===== src/rtl/menu_button_array_pkg.sv =====
// Shared colour constants, FSM state type and a span-test helper for the menu button column.
package menu_pkg;

    localparam logic [7:0] COL_REGU             = 8'h80;
    localparam logic [7:0] COL_SLCT             = 8'h10;
    localparam logic [7:0] COL_PRESS            = 8'hFC;
    localparam logic [7:0] COL_BORDER           = 8'h00;
    localparam logic [7:0] TRANSPARENT_ENCODING = 8'hFF;

    typedef enum logic {
        NAV   = 1'b0,
        FLASH = 1'b1
    } menu_state_t;

    // Half-open interval test [lo, lo+len) on 12-bit unsigned values.
    function automatic logic in_span(input logic [11:0] v, input logic [11:0] lo,
                                     input logic [11:0] len);
        return (v >= lo) && (v < (lo + len));
    endfunction

endpackage


===== src/rtl/menu_button_array_key_edge_detect.sv =====
// Registered rising-edge detector: one-cycle pulse per bit on each 0->1 transition.
module key_edge_detect #(
    parameter int WIDTH = 3
) (
    input  logic             clk,
    input  logic             resetN,
    input  logic [WIDTH-1:0] level,
    output logic [WIDTH-1:0] rise
);

    logic [WIDTH-1:0] prev_r;

    // Remember the previous level and emit the registered rising-edge pulse.
    always_ff @(posedge clk or negedge resetN) begin
        if (!resetN) begin
            prev_r <= '0;
            rise   <= '0;
        end else begin
            prev_r <= level;
            rise   <= level & ~prev_r;
        end
    end

endmodule


===== src/rtl/menu_button_array.sv =====
// Vertical column of menu buttons drawn as one VGA object, with Up/Down selection
// and an Enter-triggered press-flash that ends in a one-cycle pressed pulse.
module menu_button_array
    import menu_pkg::*;
#(
    parameter int         NUM_BUTTONS     = 4,
    parameter int         ORIGIN_X        = 260,
    parameter int         ORIGIN_Y        = 100,
    parameter int         BUTTON_WIDTH_X  = 120,
    parameter int         BUTTON_HEIGHT_Y = 50,
    parameter int         BUTTON_GAP_Y    = 10,
    parameter int         BORDER          = 2,
    parameter int         FLASH_FRAMES    = 8,
    parameter logic [7:0] COLOR_REGU      = COL_REGU,
    parameter logic [7:0] COLOR_SLCT      = COL_SLCT,
    parameter logic [7:0] COLOR_PRESS     = COL_PRESS,
    parameter logic [7:0] COLOR_BORDER    = COL_BORDER,
    localparam int        IW              = $clog2(NUM_BUTTONS)
) (
    input  logic          clk,
    input  logic          resetN,
    input  logic          startOfFrame,
    input  logic [10:0]   pixelX,
    input  logic [10:0]   pixelY,
    input  logic          enable,
    input  logic          keyUp,
    input  logic          keyDown,
    input  logic          keyEnter,
    output logic          drawingRequest,
    output logic [7:0]    RGBout,
    output logic [10:0]   offsetX,
    output logic [10:0]   offsetY,
    output logic [IW-1:0] buttonIdx,
    output logic [IW-1:0] selectedIdx,
    output logic          pressedValid,
    output logic [IW-1:0] pressedIdx
);

    localparam int PITCH = BUTTON_HEIGHT_Y + BUTTON_GAP_Y;
    localparam int CW    = $clog2(FLASH_FRAMES + 1);

    if (NUM_BUTTONS < 2 || NUM_BUTTONS > 8) begin : g_bad_count
        $error("menu_button_array: NUM_BUTTONS must be 2..8");
    end
    if (ORIGIN_Y + NUM_BUTTONS * PITCH > 480 || ORIGIN_X + BUTTON_WIDTH_X > 640) begin : g_bad_fit
        $error("menu_button_array: button column does not fit in 640x480");
    end
    if (2 * BORDER >= BUTTON_HEIGHT_Y || FLASH_FRAMES < 1) begin : g_bad_misc
        $error("menu_button_array: BORDER or FLASH_FRAMES out of range");
    end

    logic [2:0]  key_level_s;
    logic [2:0]  key_edge_s;
    menu_state_t state_r;
    logic [CW-1:0] cnt_r;

    assign key_level_s = {keyEnter, keyDown, keyUp};

    key_edge_detect #(.WIDTH(3)) u_keys (
        .clk    (clk),
        .resetN (resetN),
        .level  (key_level_s),
        .rise   (key_edge_s)
    );

    // Selection / flash FSM with registered selection and pressed pulse.
    always_ff @(posedge clk or negedge resetN) begin
        if (!resetN) begin
            state_r      <= NAV;
            cnt_r        <= '0;
            selectedIdx  <= '0;
            pressedValid <= 1'b0;
            pressedIdx   <= '0;
        end else begin
            pressedValid <= 1'b0;
            if (!enable) begin
                state_r <= NAV;
            end else begin
                case (state_r)
                    NAV: begin
                        if (key_edge_s[2]) begin
                            state_r <= FLASH;
                            cnt_r   <= '0;
                        end else if (key_edge_s[0] && !key_edge_s[1]) begin
                            selectedIdx <= (selectedIdx == '0) ? IW'(NUM_BUTTONS - 1)
                                                               : selectedIdx - IW'(1);
                        end else if (key_edge_s[1] && !key_edge_s[0]) begin
                            selectedIdx <= (selectedIdx == IW'(NUM_BUTTONS - 1)) ? '0
                                                               : selectedIdx + IW'(1);
                        end else begin
                            state_r <= NAV;
                        end
                    end
                    FLASH: begin
                        if (startOfFrame) begin
                            if (cnt_r == CW'(FLASH_FRAMES - 1)) begin
                                pressedValid <= 1'b1;
                                pressedIdx   <= selectedIdx;
                                state_r      <= NAV;
                            end else begin
                                cnt_r <= cnt_r + CW'(1);
                            end
                        end else begin
                            state_r <= FLASH;
                        end
                    end
                    default: state_r <= NAV;
                endcase
            end
        end
    end

    // Geometry is evaluated on 12 bits so the largest pixel coordinate cannot alias into a hit.
    logic [11:0]            x_s;
    logic [11:0]            y_s;
    logic                   in_x_s;
    logic [NUM_BUTTONS-1:0] hit_s;
    logic [10:0]            off_y_s [NUM_BUTTONS];

    assign x_s    = {1'b0, pixelX};
    assign y_s    = {1'b0, pixelY};
    assign in_x_s = in_span(x_s, 12'(ORIGIN_X), 12'(BUTTON_WIDTH_X));

    for (genvar i = 0; i < NUM_BUTTONS; i++) begin : g_hit
        localparam logic [11:0] TOP = 12'(ORIGIN_Y + i * PITCH);
        assign hit_s[i]   = in_x_s && in_span(y_s, TOP, 12'(BUTTON_HEIGHT_Y));
        assign off_y_s[i] = 11'(y_s - TOP);
    end

    logic [IW-1:0] hit_idx_s;
    logic          any_hit_s;
    logic [10:0]   off_x_s;
    logic [10:0]   off_y_sel_s;
    logic          border_s;
    logic [7:0]    colour_s;

    // Priority-encode the hit, then pick the fill colour for that pixel.
    always_comb begin
        hit_idx_s = '0;
        for (int k = NUM_BUTTONS - 1; k >= 0; k--) begin
            hit_idx_s = hit_s[k] ? IW'(k) : hit_idx_s;
        end
        any_hit_s   = |hit_s;
        off_x_s     = 11'(x_s - 12'(ORIGIN_X));
        off_y_sel_s = off_y_s[hit_idx_s];
        border_s    = (off_x_s < 11'(BORDER)) || (off_x_s >= 11'(BUTTON_WIDTH_X - BORDER)) ||
                      (off_y_sel_s < 11'(BORDER)) || (off_y_sel_s >= 11'(BUTTON_HEIGHT_Y - BORDER));
        if (border_s) begin
            colour_s = COLOR_BORDER;
        end else if (hit_idx_s == selectedIdx && state_r == FLASH) begin
            colour_s = cnt_r[0] ? COLOR_SLCT : COLOR_PRESS;
        end else if (hit_idx_s == selectedIdx) begin
            colour_s = COLOR_SLCT;
        end else begin
            colour_s = COLOR_REGU;
        end
    end

    // Register the drawing outputs; disabled or outside pixels present the transparent values.
    always_ff @(posedge clk or negedge resetN) begin
        if (!resetN) begin
            drawingRequest <= 1'b0;
            RGBout         <= TRANSPARENT_ENCODING;
            offsetX        <= '0;
            offsetY        <= '0;
            buttonIdx      <= '0;
        end else if (enable && any_hit_s) begin
            drawingRequest <= 1'b1;
            RGBout         <= colour_s;
            offsetX        <= off_x_s;
            offsetY        <= off_y_sel_s;
            buttonIdx      <= hit_idx_s;
        end else begin
            drawingRequest <= 1'b0;
            RGBout         <= TRANSPARENT_ENCODING;
            offsetX        <= '0;
            offsetY        <= '0;
            buttonIdx      <= '0;
        end
    end

endmodule


===== config.mk =====
export PLATFORM = sky130hd
export DESIGN_NAME = menu_button_array
export DESIGN_NICKNAME = d
export VERILOG_FILES = /design/src/rtl/menu_button_array_pkg.sv /design/src/rtl/menu_button_array_key_edge_detect.sv /design/src/rtl/menu_button_array.sv
export SDC_FILE = /design/constraint.sdc
export NUM_CORES = 1
export LEC_CHECK = 0
export BUFFER_PORTS_ARGS = -buffer_cell sky130_fd_sc_hd__buf_2
export CELL_PAD_IN_SITES_DETAIL_PLACEMENT = 1
export CELL_PAD_IN_SITES_GLOBAL_PLACEMENT = 2
export CORE_ASPECT_RATIO = 1.1
export CORE_MARGIN = 2
export CORE_UTILIZATION = 35
export CTS_CLUSTER_SIZE = 30
export DETAILED_ROUTE_END_ITERATION = 8
export PLACE_DENSITY_LB_ADDON = 0.1
export REMOVE_ABC_BUFFERS = 1
export SYNTH_ARGS = -nofsm -noshare
export SYNTH_HDL_FRONTEND = slang
export SYNTH_SLANG_ARGS = --single-unit

===== constraint.sdc =====
create_clock -name clk -period 4.4 [get_ports clk]
set_input_delay 0.88 -clock clk [delete_from_list [all_inputs] [get_ports clk]]
set_output_delay 0.88 -clock clk [all_outputs]
set_load 0.1 [all_outputs]

==> impl_metrics.json <==
{
  "status": "complete, no violations",
  "clkSinkCount": 45,
  "layout_common_cells": "buf_2 (66), dfrtp_1 (41), nor2_1 (34)",
  "place_congestion": 0.8847,
  "core_um2": 8277,
  "fin_skew_ns": 0.007744,
  "ir_worst_vdd_mv": 0.1337,
  "rsz0062_at_grt": "false",
  "port-buffer-count": 66,
  "grt_max_degree": 46,
  "total_power_w": 0.001113,
  "synth_edf_count": 0,
  "synth-main-ff-cell": "dfrtp_1",
  "yosysWarnings": 0,
  "wire_per_inst_um": 16.68,
  "placed_cell_area_um2": 3385,
  "synth_top_area_share_pct": 35.01,
  "wl_um": 8238,
  "worst_pin_slew_ns": 0.9687,
  "final_core_util_pct": 42.55,
  "finalSetupViolations": 0,
  "syn_area_per_cell_um2": 9.273,
  "yosysTopAreaCell": "dfrtp_1",
  "syn-cell-area_um2": 2930,
  "p_leak_nw": 1.691,
  "gr-usage-all-layers_pct": 18.48,
  "final_hold_viol_count": 0,
  "antennaDiodeCount": 0,
  "yosysSeqAreaShare_pct": 38.60,
  "clk_path_buf_depth": 2,
  "fin_area_um2": 3522,
  "end_kind": "flip-flop",
  "post_cts_buffers": 0,
  "fin_crit_sh_pct": 89.08,
  "ctsResizeCount": 0,
  "insertion_delay_ns": 0.31,
  "ys_ff_latch": 45,
  "dp_hpwl_um": 6603,
  "grt_pass1_wl_um": 13640,
  "antenna_left": 0,
  "via_per_inst": 5.374,
  "max_freq_mhz": 255.1,
  "hp-class": "flip-flop to flip-flop",
  "dr.first_iter.drc_count": 99,
  "final_nets": 432,
  "synthArstFlopShare_pct": 100.0,
  "nFillCells": 991,
  "cts_made_buffers": 5,
  "die_h_um": 99.97,
  "synth_cell_type_count": 69,
  "critical_path_class": "primary input to flip-flop",
  "slew_viol_final": 0,
  "gr-total-overflow": 0,
  "maxCapViolCount": 0,
  "cts.clk_slew.worst_paths_ns": 0.09,
  "num_rows": 35,
  "critPathArrivalTime_ns": 4.12,
  "worstPathMaxFanout": 12,
  "final_common_cell": "buf_2",
  "cp.required_ns": 4.60,
  "io_pins": 67,
  "holdBufCountCts": 0,
  "drt_pass1_iterations": 4,
  "htreeDepth": 2,
  "initial_core_util_pct": 35.40,
  "drc": 0,
  "die_w_um": 91.24,
  "netlist_instances": 316,
  "grt_antenna_before_repair": 0,
  "cp-start-kind": "primary input",
  "grt_pass1_vias": 2765,
  "cts_tree": "done",
  "area_growth_pct": 20.20,
  "powerDensity_nw_per_um2": 316.1,
  "drive_gt1_share_pct": 27.15,
  "dieArea_um2": 9121,
  "fin_crit_ns": 3.920,
  "slew_headroom_pct": 35.42,
  "dr_total_vias": 2655,
  "cts_root_buf": "clkbuf_8",
  "ys_top_cells_by_area": "dfrtp_1 (35%), ha_1 (9.0%), nor2_1 (4.4%)"
}
-- sequential cells by signal (all words and copies together), names as in the netlist, 3 cells and up --
| name | cells |
|---|---|
| RGBout | 4 |
| cnt_r | 4 |
| offsetX | 11 |
| u_keys.rise | 3 |
| offsetY | 11 |
| u_keys.prev_r | 3 |
-- layer usage --
layer | vias to the layer above | track usage, % | wire length, um
li1 | 1277 | - | -
met1 | 1309 | 23.15 | 3724
met2 | 60 | 33.39 | 4113
met3 | 9 | 2.553 | 261
met4 | 0 | 5.128 | 139
met5 | - | 0 | 0
-- through the flow --
stage	setup slack (ns)	std cells	hold WS, ns	setup TNS [ns]
floorplan	-0.1771	299	0.3777	-0.7724
global placement	0.2671	486	0.3886	0
detailed placement	0.1463	486	0.3936	0
CTS	0.4649	494	0.4121	0
global route	0.2736	494	0.4285	0
finish	0.4803	494	0.4116	0
-- synth_stat cells, drive strengths merged, types with 2 or more instances --
library cell	count
nor2b	5
o311ai	2
or4	3
a21boi	3
a21oi	16
nand3	11
nand2	20
buf	10
clkbuf	7
dfrtp	41
o41ai	5
ha	21
nand4b	2
nand4	4
or2	3
o22ai	2
and3	4
inv	17
o31ai	4
dfstp	4
o211ai	6
a22o	2
a21bo	2
nor3	8
nor2	35
a31oi	6
nand2b	2
or3	2
xnor2	9
nor4b	2
xor2	4
mux2i	3
mux2	2
a21o	2
nor4	5
o2111ai	4
o21ai	16
and2	5
-- final cells by class --
type	count	area [um^2]	share of cell area (%)
Inverter	17	63.81	1.812
Multi-Input combinational cell	237	1645	46.71
Sequential cell	45	1131	32.11
Tap cell	111	138.9	3.943
Clock inverter	3	68.82	1.954
Timing Repair Buffer	76	405.4	11.51
Clock buffer	5	68.82	1.954
-- worst paths after layout --
kind                            slack [ns]                    endpoint  cells after the start                        from
worst max-delay path                  0.48         RGBout[6]$_DFF_PN1_                     12                   pixelY[6]
worst min-delay path                  0.41    u_keys.rise[0]$_DFF_PN0_                      1  u_keys.prev_r[0]$_DFF_PN0_
worst max register to register        2.77  selectedIdx[0]$_DFFE_PN0P_                      4    u_keys.rise[0]$_DFF_PN0_
worst min register to register        0.41    u_keys.rise[0]$_DFF_PN0_                      1  u_keys.prev_r[0]$_DFF_PN0_
max in group asynchronous             3.07      pressedValid$_DFF_PN0_                      1                      resetN
min in group asynchronous             0.72        offsetY[0]$_DFF_PN0_                      1                      resetN
-- cells by family after synthesis --
kind of cell	synth area share, %
buffers and inverters	5.508
adder cells (fa/ha/maj)	8.967
multiplexers	1.921
XOR/XNOR	3.886
AO/OA/AOI/OAI	19.94
flip-flops	38.60
AND/OR/NAND/NOR	21.18
-- critical path, stage by stage --
cell	delay, ns
buf_2	0.21
inv_1	0.14
ha_1	0.28
a21bo_2	0.25
a31oi_1	0.07
nor4b_4	0.48
a21boi_2	0.26
or4_1	0.53
o2111ai_1	0.13
a311o_1	0.20
mux2_4	0.33
o41ai_1	0.37
-- report_power, final --
part	switching (W)	internal, W	total, W
combinational	0.000198	0.0000860	0.000284
clock	0.000150	0.000229	0.000378
sequential	0.0000204	0.000430	0.000451
total	0.000368	0.000745	0.00111
Power figures use the tool's default switching activity.
